===== src/rtl/sound_sequencer_if.sv =====
// Bus between the sound sequencer, the game FSM request lines, the note ROM and the speaker pin.
// The sequencer connects through master; the game/board side connects through slave.
interface sound_sequencer_if #(
   parameter int unsigned N_SOUNDS = 6,
   parameter int unsigned ADDR_W   = 13,
   parameter int unsigned DATA_W   = 12
);
   localparam int unsigned ID_W = (N_SOUNDS > 1) ? $clog2(N_SOUNDS) : 1;

   logic [N_SOUNDS-1:0] req;
   logic [ADDR_W-1:0]   rom_addr;
   logic [DATA_W-1:0]   rom_data;
   logic                speaker;
   logic                busy;
   logic [ID_W-1:0]     active_id;
   logic                sound_start;
   logic                sound_done;

   modport master (
      input  req, rom_data,
      output rom_addr, speaker, busy, active_id, sound_start, sound_done
   );

   modport slave (
      output req, rom_data,
      input  rom_addr, speaker, busy, active_id, sound_start, sound_done
   );
endinterface


===== src/rtl/sound_sequencer.sv =====
// Fixed-priority, preemptive square-wave sound effect sequencer.
// It plays half-period note words from a shared ROM onto a 1-bit speaker.
module sound_sequencer #(
   parameter int unsigned N_SOUNDS    = 6,
   parameter int unsigned ADDR_W      = 13,
   parameter int unsigned DATA_W      = 12,
   parameter int unsigned LEN_W       = 12,
   parameter int unsigned DIV_W       = 13,
   parameter int unsigned SAMPLE_DIV  = 4535,
   parameter logic [N_SOUNDS*ADDR_W-1:0] BASE_TABLE  = '0,
   parameter logic [N_SOUNDS*LEN_W-1:0]  LEN_TABLE   = '0,
   parameter logic [N_SOUNDS-1:0]        LOOP_MASK   = N_SOUNDS'(1),
   parameter logic [N_SOUNDS-1:0]        NARROW_MASK = '0,
   parameter int unsigned WIDE_LO     = 1,
   parameter int unsigned WIDE_HI     = 510,
   parameter int unsigned NARROW_LO   = 11,
   parameter int unsigned NARROW_HI   = 37
) (
   input logic               clk,
   input logic               reset,
   sound_sequencer_if.master bus
);
   localparam int unsigned ID_W = (N_SOUNDS > 1) ? $clog2(N_SOUNDS) : 1;

   typedef enum logic [1:0] {S_IDLE, S_FETCH, S_PLAY} state_t;

   state_t              state_q, state_d;
   logic [DIV_W-1:0]    div_q;
   logic                tick_c;
   logic [N_SOUNDS-1:0] req_q, rise_c, cand_c;
   logic                trig_c, launch_c, release_c;
   logic [ID_W-1:0]     trig_id_c, id_q, id_d;
   logic [LEN_W-1:0]    idx_q, idx_d;
   logic [DATA_W-1:0]   note_q, note_d;
   logic [ADDR_W-1:0]   addr_q, addr_d;
   logic                spk_q, spk_d;
   logic                start_q, start_d;
   logic                done_q, done_d;
   logic                busy_q;
   logic                in_win_c, last_c;
   logic [ADDR_W-1:0]   base_arr [N_SOUNDS];
   logic [LEN_W-1:0]    len_arr  [N_SOUNDS];

   // Per-sound table fields and launch candidates; zero-length sounds never launch.
   for (genvar g = 0; g < N_SOUNDS; g++) begin : g_tab
      assign base_arr[g] = BASE_TABLE[g*ADDR_W +: ADDR_W];
      assign len_arr[g]  = LEN_TABLE[g*LEN_W +: LEN_W];
      assign cand_c[g]   = (len_arr[g] != '0) &&
                           (rise_c[g] || (LOOP_MASK[g] && bus.req[g] && (state_q == S_IDLE)));
   end

   assign rise_c = bus.req & ~req_q;
   assign tick_c = (div_q == DIV_W'(SAMPLE_DIV - 1));

   // Free-running sample divider, untouched by launches.
   always_ff @(posedge clk) begin
      if (reset) begin
         div_q <= '0;
      end else if (tick_c) begin
         div_q <= '0;
      end else begin
         div_q <= div_q + DIV_W'(1);
      end
   end

   // Lowest-index candidate wins.
   always_comb begin
      trig_c    = 1'b0;
      trig_id_c = '0;
      for (int i = int'(N_SOUNDS) - 1; i >= 0; i--) begin
         if (cand_c[i]) begin
            trig_c    = 1'b1;
            trig_id_c = ID_W'(i);
         end
      end
   end

   always_comb begin
      state_d   = state_q;
      id_d      = id_q;
      idx_d     = idx_q;
      note_d    = note_q;
      addr_d    = addr_q;
      spk_d     = spk_q;
      start_d   = 1'b0;
      done_d    = 1'b0;
      launch_c  = trig_c && ((state_q == S_IDLE) || (trig_id_c < id_q));
      release_c = LOOP_MASK[id_q] && !bus.req[id_q];
      last_c    = (idx_q == len_arr[id_q] - LEN_W'(1));
      in_win_c  = NARROW_MASK[id_q] ?
                  ((bus.rom_data >= DATA_W'(NARROW_LO)) && (bus.rom_data <= DATA_W'(NARROW_HI))) :
                  ((bus.rom_data >= DATA_W'(WIDE_LO))   && (bus.rom_data <= DATA_W'(WIDE_HI)));

      if (launch_c) begin
         // A launch and a preemption are the same operation; preemption beats completion.
         state_d = S_FETCH;
         id_d    = trig_id_c;
         idx_d   = '0;
         note_d  = '0;
         addr_d  = base_arr[trig_id_c];
         spk_d   = 1'b0;
         start_d = 1'b1;
      end else begin
         case (state_q)
            S_IDLE: begin
            end
            S_FETCH: begin
               if (release_c) begin
                  state_d = S_IDLE;
                  spk_d   = 1'b0;
               end else begin
                  state_d = S_PLAY;
               end
            end
            S_PLAY: begin
               if (release_c) begin
                  state_d = S_IDLE;
                  spk_d   = 1'b0;
               end else if (tick_c) begin
                  if (note_q < bus.rom_data) begin
                     note_d = note_q + DATA_W'(1);
                  end else begin
                     note_d = '0;
                     if (in_win_c) begin
                        spk_d = ~spk_q;
                     end
                     if (!last_c) begin
                        idx_d  = idx_q + LEN_W'(1);
                        addr_d = base_arr[id_q] + ADDR_W'(idx_d);
                     end else if (LOOP_MASK[id_q]) begin
                        idx_d  = '0;
                        addr_d = base_arr[id_q];
                     end else begin
                        done_d  = 1'b1;
                        spk_d   = 1'b0;
                        state_d = S_IDLE;
                     end
                  end
               end
            end
            default: begin
               state_d = S_IDLE;
               spk_d   = 1'b0;
            end
         endcase
      end
   end

   always_ff @(posedge clk) begin
      if (reset) begin
         state_q <= S_IDLE;
         id_q    <= '0;
         idx_q   <= '0;
         note_q  <= '0;
         addr_q  <= '0;
         spk_q   <= 1'b0;
         start_q <= 1'b0;
         done_q  <= 1'b0;
         busy_q  <= 1'b0;
         req_q   <= '0;
      end else begin
         state_q <= state_d;
         id_q    <= id_d;
         idx_q   <= idx_d;
         note_q  <= note_d;
         addr_q  <= addr_d;
         spk_q   <= spk_d;
         start_q <= start_d;
         done_q  <= done_d;
         busy_q  <= (state_d != S_IDLE);
         req_q   <= bus.req;
      end
   end

   assign bus.rom_addr    = addr_q;
   assign bus.speaker     = spk_q;
   assign bus.busy        = busy_q;
   assign bus.active_id   = id_q;
   assign bus.sound_start = start_q;
   assign bus.sound_done  = done_q;
endmodule

===== src/flat_wrapper.sv =====
// flat-port wrapper written by rule: the top's interface ports become plain ports
module sound_sequencer_flat 
#(
   parameter int unsigned N_SOUNDS    = 6,
   parameter int unsigned ADDR_W      = 13,
   parameter int unsigned DATA_W      = 12,
   parameter int unsigned LEN_W       = 12,
   parameter int unsigned DIV_W       = 13,
   parameter int unsigned SAMPLE_DIV  = 4535,
   parameter logic [N_SOUNDS*ADDR_W-1:0] BASE_TABLE  = '0,
   parameter logic [N_SOUNDS*LEN_W-1:0]  LEN_TABLE   = '0,
   parameter logic [N_SOUNDS-1:0]        LOOP_MASK   = N_SOUNDS'(1),
   parameter logic [N_SOUNDS-1:0]        NARROW_MASK = '0,
   parameter int unsigned WIDE_LO     = 1,
   parameter int unsigned WIDE_HI     = 510,
   parameter int unsigned NARROW_LO   = 11,
   parameter int unsigned NARROW_HI   = 37
)
  (clk, reset, bus_req, bus_rom_data, bus_rom_addr, bus_speaker, bus_busy, bus_active_id, bus_sound_start, bus_sound_done);
  sound_sequencer_if #(.N_SOUNDS(N_SOUNDS), .ADDR_W(ADDR_W), .DATA_W(DATA_W)) bus_i ();
  input logic clk;
  input logic reset;
  input wire logic [$bits(bus_i.req)-1:0] bus_req;
  input wire logic [$bits(bus_i.rom_data)-1:0] bus_rom_data;
  output wire logic [$bits(bus_i.rom_addr)-1:0] bus_rom_addr;
  output wire logic [$bits(bus_i.speaker)-1:0] bus_speaker;
  output wire logic [$bits(bus_i.busy)-1:0] bus_busy;
  output wire logic [$bits(bus_i.active_id)-1:0] bus_active_id;
  output wire logic [$bits(bus_i.sound_start)-1:0] bus_sound_start;
  output wire logic [$bits(bus_i.sound_done)-1:0] bus_sound_done;
  assign bus_i.req = bus_req;
  assign bus_i.rom_data = bus_rom_data;
  assign bus_rom_addr = bus_i.rom_addr;
  assign bus_speaker = bus_i.speaker;
  assign bus_busy = bus_i.busy;
  assign bus_active_id = bus_i.active_id;
  assign bus_sound_start = bus_i.sound_start;
  assign bus_sound_done = bus_i.sound_done;
  sound_sequencer #(.N_SOUNDS(N_SOUNDS), .ADDR_W(ADDR_W), .DATA_W(DATA_W), .LEN_W(LEN_W), .DIV_W(DIV_W), .SAMPLE_DIV(SAMPLE_DIV), .BASE_TABLE(BASE_TABLE), .LEN_TABLE(LEN_TABLE), .LOOP_MASK(LOOP_MASK), .NARROW_MASK(NARROW_MASK), .WIDE_LO(WIDE_LO), .WIDE_HI(WIDE_HI), .NARROW_LO(NARROW_LO), .NARROW_HI(NARROW_HI)) u_core (.clk(clk), .reset(reset), .bus(bus_i));
endmodule

===== config.mk =====
export PLATFORM = sky130hd
export DESIGN_NAME = sound_sequencer_flat
export DESIGN_NICKNAME = d
export VERILOG_FILES = /design/src/rtl/sound_sequencer_if.sv /design/src/rtl/sound_sequencer.sv /design/src/flat_wrapper.sv
export SDC_FILE = /design/constraint.sdc
export NUM_CORES = 1
export LEC_CHECK = 0
export CORE_AREA = 3 3 75 77
export CTS_CLUSTER_DIAMETER = 50
export CTS_CLUSTER_SIZE = 25
export DETAILED_ROUTE_END_ITERATION = 6
export DIE_AREA = 0 0 78 80
export PLACE_DENSITY = 0.77
export SYNTH_ARGS = -nofsm -noshare
export SYNTH_HDL_FRONTEND = slang
export SYNTH_SLANG_ARGS = --single-unit

===== constraint.sdc =====
create_clock -name clk -period 2.9 [get_ports clk]
set_clock_uncertainty 0.05 [all_clocks]
set_input_delay 0.58 -clock clk [delete_from_list [all_inputs] [get_ports clk]]
set_output_delay 0.58 -clock clk [all_outputs]
set_load 0.01 [all_outputs]

==> results by group <==
Yosys
  • Largest family of logic cells by synthesized area: simple AND/OR/NAND/NOR gates
  • Synth top area share: between 30 and 40%
  • Top_reg_cell synth: dfxtp_1
  • Number of enable flip-flop cells after synthesis: 0
  • Mux contribution to synthesized area: between 3 and 4%
  • Synth top cells by count: 41 x dfxtp_1, 30 x nor2_1, 21 x nor3_1
  • Ys Warns: 0
  • Syn_area_per_cell: 8.68 um^2
  • Synth Area in Adders: 7.59%
  • Count of different cell masters after synthesis: 50
  • Top cells by area, synth: dfxtp_1 33%, ha_1 7.6%, xor2_1 5.0%
  • Most common cell in the netlist: dfxtp_1
  • Sequential element share of the synthesized area: approximately a third
  • Synth Area in Simple Gates: 29.7%
  • Mapped Cells: 285
  • Synth Register Bits: just over 40
  • Post-Synth XOR/XNOR Area: 8.14%
  • Ys async rst share: 0%
  • Cell area after synthesis: 0.00247 mm^2
  • Complex-gate fraction of the synthesized area: ~12%
  • Post-synth top area cell: dfxtp_1

Setup path
  • CP Class: input port to flop
  • CP most frequent cell: a21oi_1
  • Crit path max fanout: 8
  • RR Endpoint: u_core.note_q[5]
  • CP Data Required Time: 3.04 ns
  • Critical Path Max Stage Delay: 0.47 ns
  • Buf/Inv on CP: 3
  • CP arrival: 2.76 ns
  • R2r setup slk: roughly 0.73 ns
  • R2R cell count: 6
  • CP startpoint kind: input port
  • CP max-delay cell: a211oi_4
  • Crit-path cells: clkdlybuf4s50_1, inv_1, ha_1, a21oi_1, a21boi_1, a211oi_4, buf_4, a21oi_1, o221a_2
  • CP top delay family: compound AO/OA/AOI/OAI gates
  • Critical R2R Launch: u_core.note_q[10]
  • Crit path capture type: flop

STA
  • Unrepaired setup endpoints after global routing: false
  • Post-route minimum period: 2.62 ns
  • Slew margin rel.: 60.6%
  • TNS Setup: 0 ns
  • WHS: 0.430 ns
  • Pins Over Slew Limit: 0
  • Final setup fails: 0
  • Slew @ Worst Pin: 0.590 ns
  • Fin crit share: about nine tenths
  • Hold Vio Cnt, Final: 0
  • Max Fclk: 382 MHz

Die
  • Die X: slightly below 80 um
  • Site Rows: 26
  • Core Region: 0.00507 mm^2
  • Starting density of the core: 48.7%
  • IO Count: 40
  • Die H: 80 um
  • Die area: 0.00624 mm^2

Clock network
  • Clk_lat worst skew: 0.31 ns
  • Max clock buf depth: 2
  • Reg clk slew, reported paths: 0.07 ns
  • Clock sinks: 41
  • # hold bufs at CTS: 0
  • Num CTS Buffers: 5
  • Htree depth: 2
  • CTS tree: built
  • Clock Tree Root: clkbuf_8

GRT
  • Vias in the first global route: roughly 2k
  • Initial antenna violation count: 0
  • First-pass GRT wire length: 9.36 mm
  • Gr ovfl total: 0
  • Largest net degree at the start of global routing: 14
  • Gr usage total: a little under a fifth

Routing
  • Pre-Repair DR Iteration Count: 4
  • Vias post-DR: about 2.2k
  • Drt via density: 5.46
  • Number of remaining DRC errors: 0
  • Initial drt markers: 84
  • Final wirelength: approximately 5.4 mm
  • Final ANT Viol Nets: 0
  • Avg WL per Cell: 13.5 um

Hold path
  • Hold Path Class: flop to flop
  • Min-delay src: u_core.div_q[0]
  • Worst Hold Endpoint: u_core.div_q[0]
  • Worst hold path depth: 1

Placement
  • Port Buffers: 28
  • Post-DP HPWL: roughly 4.2 mm
  • Routability cong.: 0.933

Pwr
  • Maximum vdd drop: 168 uV
  • Pwr/cell area: 346 mW/mm^2
  • Leak pwr: 1.18 nW
  • Overall Power: 0.00103 W

Job
  • Max cap viols: 0

Layout
  • Synth-to-Final Area Change: 21.0%
  • Layout cells sized above 1: about an eighth
  • # nets final: 364
  • Antenna cell count: 0
  • Layout fillers: 455

Outcome
  • Run status: finished clean
==> stage by stage <==
stage,area [um^2],util (%),setup slack (ns),cells
finish,2990,59.0,0.285,400
global route,2990,59.0,0.0792,400
CTS,2990,58.9,0.0558,400
detailed placement,2900,57.2,-0.260,392
global placement,2900,57.2,-0.214,392
floorplan,2500,-,0.586,291
==> metal layers <==
| metal | wire length, um | global-route usage (%) |
|---|---|---|
| met5 | 0 | 0 |
| met3 | 238 | 3.72 |
| met4 | 68 | 5.59 |
| met1 | 2430 | 22.7 |
| met2 | 2650 | 32.8 |
==> logic make-up (layout without fill, tap and decap cells) <==
family | count (synthesis) | after routing
other | 1 | 7
AOI/OAI and AO/OA | 36 | 36
xor gates and xnor gates | 23 | 23
buffers and inverters | 29 | 68
and+or+nand+nor | 131 | 131
adders and majority gates | 15 | 15
muxes | 9 | 9
DFF | 41 | 41
==> cell type report <==
class / instances / area, um^2 / share of cell area, %
Multi-Input combinational cell: 221 / 1540 / 51.5
Tap cell: 70 / 87.6 / 2.93
Clock inverter: 2 / 10.0 / 0.334
Inverter: 16 / 60.1 / 2.01
Sequential cell: 41 / 821 / 27.4
Timing Repair Buffer: 44 / 400 / 13.4
Clock buffer: 6 / 72.6 / 2.42
==> where the power goes <==
group	switching (W)	internal, W
sequential	0.00000903	0.000570
combinational	0.0000430	0.0000433
clock	0.000203	0.000167
total	0.000255	0.000780
==> worst max path at each step <==
stage / startpoint / to / slack, ns / cells after the start
2_1_floorplan: bus_rom_data[10] / u_core.bus.rom_addr[8] / 0.59 / 7
3_3_place_gp: bus_rom_data[10] / u_core.note_q[0] / -0.21 / 8
3_5_place_dp: bus_rom_data[10] / u_core.note_q[10] / -0.26 / 8
4_1_cts: bus_rom_data[10] / u_core.note_q[10] / 0.06 / 8
5_1_grt: bus_rom_data[10] / u_core.note_q[5] / 0.08 / 8
6_report: bus_rom_data[10] / u_core.bus.rom_addr[11] / 0.28 / 9
==> what timing repair did <==
action | in CTS | in global routing
resized for setup | 0 | 1
buffers inserted | 0 | 0
endpoints found under the setup margin | 0 | 12
==> cells in the final DEF, fill, tap and decap left out, drive strengths merged, types with 7 or more instances in the layout <==
cell	n
nor2	30
nand3	16
xnor2	9
conb	7
a21oi	13
dfxtp	41
nand4	10
buf	16
nor3	23
mux2	7
nand2	19
nor2b	7
ha	15
xor2	14
inv	16
clkdlybuf4s50	28
==> registers in the layout, summed over array words and instances (netlist names) <==
signal and cells:
u_core.bus.rom_addr 12, u_core.bus.speaker 1, u_core.bus.busy 1, u_core.div_q 13, u_core.state_q 2, u_core.note_q 12
Power figures use the tool's default switching activity.
